==> src/rtl/section_signal_controller_if.sv <==
// Signal bundle between the arbiter side and the section signal controller.
// The arbiter/bench drives grant and sensors; the controller drives aspects and status.
interface section_signal_controller_if;
  logic [2:0] grant;
  logic [3:0] entry_sensor;
  logic       exit_sensor;
  logic [3:0] signal_green;
  logic       section_occupied;
  logic       train_done;
  logic [2:0] active_train;
  logic       fault;
  logic [1:0] fault_code;

  modport master (
    output grant, entry_sensor, exit_sensor,
    input  signal_green, section_occupied, train_done, active_train, fault, fault_code
  );

  modport slave (
    input  grant, entry_sensor, exit_sensor,
    output signal_green, section_occupied, train_done, active_train, fault, fault_code
  );
endinterface

==> src/rtl/section_signal_controller.sv <==
// Drives the four approach signals of a shared track section from the arbiter's grant,
// tracks the granted train through the section and latches into all-red on any inconsistency.
module section_signal_controller #(
  parameter int APPROACH_TIMEOUT = 32,
  parameter int OCCUPY_TIMEOUT   = 64,
  parameter int CLEAR_HOLD       = 4
) (
  input logic clk,
  input logic reset,
  section_signal_controller_if.slave bus
);

  localparam int MAX_AO = (APPROACH_TIMEOUT > OCCUPY_TIMEOUT) ? APPROACH_TIMEOUT : OCCUPY_TIMEOUT;
  localparam int MAX_T  = (MAX_AO > CLEAR_HOLD) ? MAX_AO : CLEAR_HOLD;
  localparam int TW     = $clog2(MAX_T + 1);

  // Timer holds (cycles spent in state - 1) at each edge, so a state ends on its LAST value.
  localparam logic [TW-1:0] APPROACH_LAST = TW'(APPROACH_TIMEOUT - 1);
  localparam logic [TW-1:0] OCCUPY_LAST   = TW'(OCCUPY_TIMEOUT - 1);
  localparam logic [TW-1:0] CLEAR_LAST    = TW'(CLEAR_HOLD - 1);

  localparam logic [2:0] S_IDLE     = 3'd0;
  localparam logic [2:0] S_PROCEED  = 3'd1;
  localparam logic [2:0] S_OCCUPIED = 3'd2;
  localparam logic [2:0] S_CLEARING = 3'd3;
  localparam logic [2:0] S_DONE     = 3'd4;
  localparam logic [2:0] S_FAULT    = 3'd5;

  localparam logic [1:0] CODE_TIMEOUT    = 2'd1;
  localparam logic [1:0] CODE_WRONG_ENTRY = 2'd2;
  localparam logic [1:0] CODE_SPURIOUS   = 2'd3;

  logic [2:0]    state;
  logic [2:0]    next_state;
  logic [TW-1:0] timer;
  logic [3:0]    entry_q;
  logic          exit_q;
  logic [3:0]    entry_rise;
  logic          exit_rise;
  logic [2:0]    next_train;
  logic [3:0]    own_mask;
  logic [1:0]    new_code;
  logic          grant_valid;

  always_comb begin
    entry_rise  = bus.entry_sensor & ~entry_q;
    exit_rise   = bus.exit_sensor & ~exit_q;
    grant_valid = (bus.grant != 3'd0) && (bus.grant <= 3'd4);
    next_train  = (state == S_IDLE) ? bus.grant : bus.active_train;
    own_mask    = 4'b0001 << (next_train - 3'd1);
    next_state  = state;
    new_code    = 2'd0;

    case (state)
      S_IDLE: begin
        if (grant_valid) next_state = S_PROCEED;
      end
      S_PROCEED: begin
        // A foreign entry outranks the granted one: two trains may be moving.
        if ((entry_rise & ~own_mask) != 4'b0) begin
          next_state = S_FAULT;
          new_code   = CODE_WRONG_ENTRY;
        end else if ((entry_rise & own_mask) != 4'b0) begin
          next_state = S_OCCUPIED;
        end else if (exit_rise) begin
          next_state = S_FAULT;
          new_code   = CODE_SPURIOUS;
        end else if ((bus.grant != bus.active_train) || (timer == APPROACH_LAST)) begin
          next_state = S_IDLE;
        end
      end
      S_OCCUPIED: begin
        if (entry_rise != 4'b0) begin
          next_state = S_FAULT;
          new_code   = CODE_WRONG_ENTRY;
        end else if (exit_rise) begin
          next_state = S_CLEARING;
        end else if (timer == OCCUPY_LAST) begin
          next_state = S_FAULT;
          new_code   = CODE_TIMEOUT;
        end
      end
      S_CLEARING: begin
        if (entry_rise != 4'b0) begin
          next_state = S_FAULT;
          new_code   = CODE_WRONG_ENTRY;
        end else if (timer == CLEAR_LAST) begin
          next_state = S_DONE;
        end
      end
      S_DONE:  next_state = S_IDLE;
      S_FAULT: next_state = S_FAULT;
      default: next_state = S_IDLE;
    endcase
  end

  // Outputs are decoded from next_state so every output is a plain register.
  always_ff @(posedge clk or posedge reset) begin
    if (reset) begin
      state                <= S_IDLE;
      timer                <= '0;
      entry_q              <= 4'b0;
      exit_q               <= 1'b0;
      bus.signal_green     <= 4'b0;
      bus.section_occupied <= 1'b0;
      bus.train_done       <= 1'b0;
      bus.active_train     <= 3'd0;
      bus.fault            <= 1'b0;
      bus.fault_code       <= 2'd0;
    end else begin
      state   <= next_state;
      entry_q <= bus.entry_sensor;
      exit_q  <= bus.exit_sensor;

      if (next_state != state)
        timer <= '0;
      else if (timer != '1)
        timer <= timer + 1'b1;

      bus.signal_green     <= (next_state == S_PROCEED) ? own_mask : 4'b0;
      bus.section_occupied <= (next_state == S_OCCUPIED) || (next_state == S_CLEARING) ||
                              (next_state == S_FAULT);
      bus.train_done       <= (next_state == S_DONE);

      case (next_state)
        S_IDLE, S_DONE: bus.active_train <= 3'd0;
        S_PROCEED:      bus.active_train <= next_train;
        default:        bus.active_train <= bus.active_train;
      endcase

      if ((next_state == S_FAULT) && (state != S_FAULT)) begin
        bus.fault      <= 1'b1;
        bus.fault_code <= new_code;
      end
    end
  end

endmodule

==> src/flat_wrapper.sv <==
// flat-port wrapper written by rule: the top's interface ports become plain ports
module section_signal_controller_flat 
#(
  parameter int APPROACH_TIMEOUT = 32,
  parameter int OCCUPY_TIMEOUT   = 64,
  parameter int CLEAR_HOLD       = 4
)
  (clk, reset, bus_grant, bus_entry_sensor, bus_exit_sensor, bus_signal_green, bus_section_occupied, bus_train_done, bus_active_train, bus_fault, bus_fault_code);
  section_signal_controller_if bus_i ();
  input logic clk;
  input logic reset;
  input wire logic [$bits(bus_i.grant)-1:0] bus_grant;
  input wire logic [$bits(bus_i.entry_sensor)-1:0] bus_entry_sensor;
  input wire logic [$bits(bus_i.exit_sensor)-1:0] bus_exit_sensor;
  output wire logic [$bits(bus_i.signal_green)-1:0] bus_signal_green;
  output wire logic [$bits(bus_i.section_occupied)-1:0] bus_section_occupied;
  output wire logic [$bits(bus_i.train_done)-1:0] bus_train_done;
  output wire logic [$bits(bus_i.active_train)-1:0] bus_active_train;
  output wire logic [$bits(bus_i.fault)-1:0] bus_fault;
  output wire logic [$bits(bus_i.fault_code)-1:0] bus_fault_code;
  assign bus_i.grant = bus_grant;
  assign bus_i.entry_sensor = bus_entry_sensor;
  assign bus_i.exit_sensor = bus_exit_sensor;
  assign bus_signal_green = bus_i.signal_green;
  assign bus_section_occupied = bus_i.section_occupied;
  assign bus_train_done = bus_i.train_done;
  assign bus_active_train = bus_i.active_train;
  assign bus_fault = bus_i.fault;
  assign bus_fault_code = bus_i.fault_code;
  section_signal_controller #(.APPROACH_TIMEOUT(APPROACH_TIMEOUT), .OCCUPY_TIMEOUT(OCCUPY_TIMEOUT), .CLEAR_HOLD(CLEAR_HOLD)) u_core (.clk(clk), .reset(reset), .bus(bus_i));
endmodule
==> config.mk <==
export PLATFORM = sky130hd
export DESIGN_NAME = section_signal_controller_flat
export DESIGN_NICKNAME = d
export VERILOG_FILES = /design/src/rtl/section_signal_controller_if.sv /design/src/rtl/section_signal_controller.sv /design/src/flat_wrapper.sv
export SDC_FILE = /design/constraint.sdc
export NUM_CORES = 1
export LEC_CHECK = 0
export CAP_MARGIN = 30
export CORE_UTILIZATION = 54
export DETAILED_ROUTE_END_ITERATION = 7
export HOLD_SLACK_MARGIN = 0.12
export PLACE_DENSITY = 0.89
export SYNTH_ARGS = -nofsm -noshare
export SYNTH_HDL_FRONTEND = slang
export SYNTH_SLANG_ARGS = --single-unit
export TNS_END_PERCENT = 30
==> constraint.sdc <==
create_clock -name clk -period 3.3 [get_ports clk]
set_clock_uncertainty 0.05 [all_clocks]
set_input_delay 0.66 -clock clk [delete_from_list [all_inputs] [get_ports clk]]
set_output_delay 0.66 -clock clk [all_outputs]
set_load 0.005 [all_outputs]
## Yosys cells after proc, flatten, opt, wreduce, memory -nomap -nowiden

Index checks and enable logic that the tools add are counted.

| storage, ports and cells | value |
|---|---|
| register bits | 27 |
| input port bits | 10 |
| output and inout port bits | 12 |
| word-level logic and storage cells | 75 |

| operators by class | value |
|---|---|
| $add $sub $neg | 2 |
| magnitude comparators | 1 |
| equal/unequal tests | 16 |
| shift operators | 1 |
| mux-type cells | 24 |
| bitwise gates (word level) | 7 |
| reductions and logical operators | 14 |

Operator list:

| operator | count |
|---|---|
| $mux W3 | 11 |
| $pmux W3 S5 | 1 |
| $mux W7 | 2 |
| $and A4 B4 Y4 | 3 |
| $eq A3 B2 Y1 const B | 4 |
| $mux W2 | 6 |
| $reduce_bool A4 Y1 | 3 |
| $eq A3 B3 Y1 const B | 3 |
| $not A4 Y4 | 2 |
| $add A7 B1 Y7 const B | 1 |
| $eq A7 B2 Y1 const B | 1 |
| $eq A7 B5 Y1 const B | 1 |
| $eq A7 B6 Y1 const B | 1 |
| $ne A7 B7 Y1 const B | 1 |
| $eq A3 B1 Y1 const B | 2 |
| $logic_not A3 Y1 | 2 |
| $ne A3 B3 Y1 | 2 |
| $pmux W2 S3 | 1 |
| $pmux W3 S2 | 1 |
| $mux W4 | 1 |
| $reduce_bool A2 Y1 | 2 |
| $shl A1 B3 Y4 const A | 1 |
| $le A3 B3 Y1 const B | 1 |
| $logic_or A1 B1 Y1 | 3 |
| other kinds (8) | 9 |

## Longest topological paths before layout

Gate-level depths: netlist of the first run.

| logic depth | value |
|---|---|
| depth in word-level cells | 12 |
| gate-level depth with buffers | 10 |
| depth with buffers taken out | 8 |

## Worst setup path before layout of the first run

OpenSTA, ideal clock, no wires.

| timing path | value |
|---|---|
| kind | input port to flip-flop |
| start point | input bus_grant[0] |
| end point | register u_core.timer[4] |
| library setup time | 0.096 ns |
| data arrival time | 2.773 ns |
| required time | 3.154 ns |
| setup slack | 0.382 ns |
| cell stages on the path | 9 |
| path buffers | 2 |
| path through | clkbuf_1 nor3b_1 mux2i_1 o32a_4 and2_4 a311o_1 or3_1 buf_6 a311oi_2 |

| on the way | value |
|---|---|
| longest elaborated chain between the ends | 10 |
| elaborated cells between the ends (all ways) | 22 |
| classes of those cells | add/sub (1); order compare (1); eq/ne (2); shift (1); mux (8); bitwise (3); reduce/logical (6) |

RTL lines:

| element | RTL line | source |
|---|---|---|
| start, declared | flat_wrapper.sv:12 | `input wire logic [$bits(bus_i.grant)-1:0] bus_grant;` |
| $mux W3 | section_signal_controller.sv:49 | `next_train = (state == S_IDLE) ? bus.grant : bus.active_train;` |
| $sub A3 B1 Y3 | section_signal_controller.sv:50 | `own_mask = 4'b0001 << (next_train - 3'd1);` |
| $shl A1 B3 Y4 | section_signal_controller.sv:50 |  |
| $and A4 B4 Y4 or $not A4 Y4 (tied branches) | section_signal_controller.sv:63, section_signal_controller.sv:60 |  |
| $reduce_bool A4 Y1 or $and A4 B4 Y4 (tied branches) | section_signal_controller.sv:63, section_signal_controller.sv:60 |  |
| $mux W3 or $reduce_bool A4 Y1 (tied branches) | section_signal_controller.sv:63, section_signal_controller.sv:60 |  |
| $mux W3 | section_signal_controller.sv:60 | `if ((entry_rise & ~own_mask) != 4'b0) begin` |
| $pmux W3 S5 (*) | section_signal_controller.sv:54 | `case (state)` |
| $ne A3 B3 Y1 (*) | section_signal_controller.sv:115 | `if (next_state != state)` |
| $mux W7 or $reduce_bool A2 Y1 (tied branches) | - |  |
| end signal, assigned | section_signal_controller.sv:118 | `timer <= timer + 1'b1;` |
| end, declared | section_signal_controller.sv:35 | `logic [TW-1:0] timer;` |

Every way passes the cells marked *; elsewhere a longest branch is shown, timed or not.
A chain may end at the register's enable or synchronous reset.

## Worst setup path after layout of the first run

| timing path | value |
|---|---|
| start point | input bus_grant[1] |
| end point | register u_core.timer[4] |

The elaborated chain is that of the path after synthesis.

==> results of run 1 <==
[logic make-up (layout without fill, tap and decap cells)]
family | Yosys count | count (layout)
AND/OR/NAND/NOR | 81 | 81
XOR/XNOR | 7 | 7
buffers and inverters | 18 | 48
AO/OA/AOI/OAI | 35 | 35
adder cells (fa/ha/maj) | 1 | 1
multiplexers | 4 | 4
flip-flops | 27 | 27
[report_power, final]
group	leakage (nW)	internal [mW]	switching, mW
logic	0.437	0.378	0.368
clock network	0.0150	0.0473	0.0934
registers	0.347	0.401	0.107
total	0.799	0.826	0.568
[worst max-delay path by stage]
stage / start / end / slack (ns)
floorplan: bus_grant[0] / u_core.timer[4] / 0.38
global placement: bus_grant[1] / u_core.timer[4] / 0.04
detailed placement: bus_grant[1] / u_core.timer[4] / -0.08
CTS: bus_grant[2] / u_core.timer[4] / 0.26
global route: u_core.state[2] / u_core.bus.signal_green[3] / 0.06
finish: bus_grant[1] / u_core.timer[4] / 0.24
[worst max-delay path: stages]
cell             delay [ns]
clkdlybuf4s50_1        0.51
nor3b_1                0.28
mux2i_1                0.17
o32a_4                 0.34
and2_4                 0.14
a311o_1                0.39
or3_1                  0.52
a311oi_2               0.24
[stage by stage]
stage	hold WS, ns	total power [mW]
finish	0.4400	1.394
global route	0.4579	1.488
CTS	0.4442	1.388
detailed placement	0.4131	1.242
global placement	0.4008	1.208
floorplan	0.4090	1.011
[Yosys cell counts (2+ instances only)]
cell / count
a211o_1: 2
a21oi_1: 8
a31oi_1: 6
buf_2: 4
buf_6: 4
clkbuf_1: 3
dfrtp_1: 27
inv_1: 7
mux2i_1: 3
nand2_1: 10
nand2b_1: 8
nand3_1: 5
nand3b_1: 2
nor2_1: 17
nor2b_1: 7
nor3_1: 6
nor3b_1: 7
nor4bb_1: 2
o21ai_0: 3
o22ai_1: 4
or2_2: 4
or3_1: 3
or4_1: 2
xnor2_1: 7
[sequential cells by signal (all words and copies together) (netlist names)]
name	count
u_core.bus.section_occupied	1
u_core.timer	7
u_core.bus.fault_code	2
u_core.exit_q	1
u_core.state	3
u_core.bus.signal_green	4
u_core.bus.train_done	1
u_core.entry_q	4
u_core.bus.fault	1
u_core.bus.active_train	3
[layer usage]
layer	up-vias	GRT usage, %	wire (um)
met2	40	43.70	1978
li1	675	-	-
met4	0	12.20	92
met1	723	31.99	1653
met5	-	0	0
met3	11	3.855	138
[area by class of cell]
| cell class | instances | area [sq um] |
|---|---|---|
| Clock buffer | 4 | 26.28 |
| Multi-Input combinational cell | 128 | 864.6 |
| Timing Repair Buffer | 37 | 330.3 |
| Fill cell | 221 | 867.1 |
| Sequential cell | 27 | 675.6 |
| Inverter | 7 | 26.28 |
| Tap cell | 31 | 38.79 |
==> run metrics, run 1 <==
CP Data Arrival Time 3.25 ns; Synth cell types 46; most common cell after layout, fill and taps aside dfrtp_1; Area contributors post-synth dfrtp_1, nor2_1, xnor2_1; Placed Area 0.001936 sq mm; post-layout util 69.35%; CTS tree built; Adder-Cell Fraction of Synth Area 0.7616%; Seq/Total Area, Yosys between 40% and 50%; type of origin of the critical path input pin; Least-Margin Pin Slew 0.4958 ns; die width 57.16 um; Synth-to-Final Area Change 19.42%; WP data required between 3 and 4 ns; die height 57.16 um; CTS Buffer Depth 2; # diodes 0; setup violators final 0; Synth area leader dfrtp_1; vias in the first global route 1446; dpl cells 230; Simple-Gate Fraction of Synth Area 29.47%; RSZ-0062 raised after global routing no; total CTS buffers 3; ys async rst share 100.0%; WL per Instance ~17 um; post-synthesis mux area share 2.513%; core box area 0.002829 sq mm; Buffers on Ports 21; hold path depth 1; synthesized cell area 0.001643 sq mm; Finished Layout Cells between 200 and 250; syn_nets approximately 180; H-tree levels 1; setup TNS 0 ns; Leak Pwr between 0.7 and 0.8 nW; Max-Cap Viols 0; Hold Path Sink u_core.bus.fault; Die ar. 0.003267 sq mm; commonest cells after routing, fill and taps aside dfrtp_1, clkdlybuf4s50_1, nor2_1; worst r2r src u_core.state[2]; PwrDens ~710 mW/mm^2; Worst R2R End u_core.timer[4]; final WL 3861 um; CTS sink cnt 27; mean area per synthesized cell 9.496 sq um; Detailed Place HPWL 2945 um; Post-Syn Instances around 170; post-route ant nets 0; first-pass GRT wire length 6410 um; initial antenna violation count 0; HP Class reg -> reg; #FFs+latches synth 27; Warnings, synthesis 0; largest family of logic cells by synthesized area simple AND/OR/NAND/NOR gates; post-synthesis xor/xnor area fraction 3.732%; PostCTS Resize Cnt 0; outcome complete, no violations; Slew HR 66.88%; initial DRC count 64; Final Instance Area around 0.002 sq mm; vias per cell 6.192; Peak VDD IR 550.3 uV; layout cells sized above 1 between 10% and 20%; total number of vias 1449; Final min period 3.057 ns; Max Clock Freq 0.3271 GHz; largest net degree at the start of global routing 28; Crit Path Class in -> reg; GRT Overall Usage 25.60%; # hold bufs at CTS 0; DRC 0; main flop type after synthesis dfrtp_1; crit end category register; Initial Utilization 58.07%; EDFF count, synth 0; Row Count 19; Place WS -0.08252 ns; CTS Root Cell clkbuf_4; Synth top area share about two fifths; # Post-CTS Setup Buffers 0; Top Ports 22; final hold vios 0; Compound-Gate Fraction of Synth Area between 10% and 20%; max-slew violations 0; GRT overflow 0; FF-to-FF setup slack around 0.33 ns; Routability Congestion 0.9101; final cycle utilization of the critical path 92.65%; Layout Nets 215; slack of the critical path 0.2426 ns; CP Max Fanout 7; R2R cell count 7; clock-pin slew on the worst setup and hold paths around 0.14 ns; drt first pass iters 4; worst min-delay path startpoint u_core.bus.fault; clock latency on the worst-skew pair 0.32 ns
(Power assumes the default switching activity.)
==> inputs of run 2 (changes only) <==
PLACE_DENSITY = 0.79   (was 0.89)
==> run 2 against run 1 <==
  * The run now ends with DRC left
  * Worst hold slack worse by 0.0039 ns
  * Wire length is 5.8% lower
  * Cell count is 1.7% lower
  * Sequential power is 0.8% lower
  * Highest routed layer unchanged
==> run metrics, run 2 (same netlist as run 1, synthesis figures left out) <==
Top Ports 22 (unchanged); Detailed Place HPWL 2782 um (was 2945 um); crit end category register (unchanged); # Post-CTS Setup Buffers 0 (unchanged); GRT Overall Usage 24.19% (was 25.60%); vias in the first global route 1391 (was 1446); Max Clock Freq 0.3227 GHz (was 0.3271 GHz); GRT overflow 0 (unchanged); Leak Pwr 0.7881 nW (was 0.7990 nW); PostCTS Resize Cnt 0 (unchanged); post-route ant nets 0 (unchanged); Synth-to-Final Area Change 18.81% (was 19.42%); largest net degree at the start of global routing 21 (was 28); core box area 0.002829 sq mm (unchanged); Fill cells 219 (was 221); Routability Congestion 0.8922 (was 0.9101); CTS tree built (unchanged); Least-Margin Pin Slew 0.5646 ns (was 0.4958 ns); total CTS buffers 3 (unchanged); die height 57.16 um (unchanged); Slew HR 62.10% (was 66.88%); Seq. cell area 675.6 sq um (unchanged); area of the multi-input gates 864.6 sq um (unchanged); most common cell after layout, fill and taps aside dfrtp_1 (unchanged); final cycle utilization of the critical path 93.89% (was 92.65%); Regs by FF count u_core.timer x7, u_core.bus.signal_green x4, u_core.entry_q x4 (unchanged); max-slew violations 0 (unchanged); vias per cell 6.187 (was 6.192); clock latency on the worst-skew pair 0.32 ns (about the same); initial antenna violation count 0 (unchanged); WL per Instance 15.82 um (was 16.50 um); setup TNS 0 ns (unchanged); Peak VDD IR 470.8 uV (was 550.3 uV); Buffers on Ports 21 (unchanged); dpl cells 226 (was 230); commonest cells after routing, fill and taps aside dfrtp_1, clkdlybuf4s50_1, nor2_1 (unchanged); Final min period 3.098 ns (was 3.057 ns); PwrDens 694.5 mW/mm^2 (was 710.5 mW/mm^2); layout cells sized above 1 14.07% (was 15.76%); Die ar. 0.003267 sq mm (unchanged); CP Data Arrival Time 3.29 ns (was 3.25 ns); outcome finished with violations (was complete, no violations); drt first pass iters 6 (was 4); total number of vias 1423 (was 1449); Most flops, register u_core.timer (unchanged); max reg flops 7 (unchanged); Initial Utilization 58.07% (unchanged); Crit Path Class in -> reg (unchanged); setup violators final 0 (unchanged); failing checks DRC; CTS Root Cell clkbuf_4 (unchanged); DRC 2 (was 0); WP data required 3.49 ns (about the same); RSZ-0062 raised after global routing no (unchanged); Finished Layout Cells 230 (was 234); # diodes 0 (unchanged); initial DRC count 44 (was 64); CP Max Fanout 7 (unchanged); Layout Nets 211 (was 215); HP Class reg -> reg (unchanged); hold slack 0.4361 ns (was 0.4400 ns); H-tree levels 1 (unchanged); type of origin of the critical path input pin (unchanged); final WL 3638 um (was 3861 um); Row Count 19 (unchanged); Place WS -0.1184 ns (was -0.08252 ns); CTS sink cnt 27 (unchanged); clock-pin slew on the worst setup and hold paths 0.14 ns (about the same); final hold vios 0 (unchanged); # hold bufs at CTS 0 (unchanged); Final Power 1.356 mW (was 1.394 mW); CTS Buffer Depth 2 (unchanged); die width 57.16 um (unchanged); first-pass GRT wire length 6210 um (was 6410 um); slack of the critical path 0.2016 ns (was 0.2426 ns); Max-Cap Viols 0 (unchanged)
==> run 2: report_power, final <==
group / internal, mW / switching, mW / leakage, nW
logic: 0.358 / 0.352 / 0.426
clock network: 0.0474 / 0.0938 / 0.0150
registers: 0.401 / 0.103 / 0.347
total: 0.806 / 0.549 / 0.788
==> run 2: path summary, 6_finish.rpt <==
path	cells past startpoint	slack [ns]	to	from
setup / recovery	8	0.20	u_core.timer[4]	bus_grant[2]
hold / removal	1	0.44	u_core.bus.fault	u_core.bus.fault
setup reg to reg	7	0.38	u_core.timer[4]	u_core.state[2]
hold reg to reg	1	0.44	u_core.bus.fault	u_core.bus.fault
max in group asynchronous	3	2.24	u_core.state[0]	reset
min in group asynchronous	2	0.54	u_core.bus.signal_green[2]	reset
==> run 2: per-stage QoR <==
step	utilization [%]	cell area, sq um
floorplan	-	1643
global placement	67.09	1898
detailed placement	68.07	1926
CTS	69.00	1952
global route	69.00	1952
finish	69.00	1952
==> run 2: critical path, stage by stage <==
cell and delay, ns:
clkdlybuf4s50_1 0.52, nor3b_1 0.32, mux2i_1 0.17, o32a_4 0.34, and2_4 0.15, a311o_1 0.38, or3_1 0.52, a311oi_2 0.23
==> run 2: layout make-up <==
type	count	area share, %
repair buffers	33	16.41
well taps	31	1.987
flip-flops and latches	27	34.62
multi-input cells	128	44.29
clock buffers	4	1.346
inverters	7	1.346
==> run 2: routing by layer <==
layer / track usage (%) / vias to the layer above / wire length (um)
met5: 0 / - / 0
met4: 8.711 / 0 / 65
met3: 2.721 / 8 / 239
met2: 40.50 / 62 / 1743
met1: 32.64 / 675 / 1589
li1: - / 678 / -
==> inputs of run 3 (changes only) <==
SLEW_MARGIN = 0   (was default)
==> results of run 3 <==
Same layout as run 2: the final DEF is identical, and so are final timing and power.
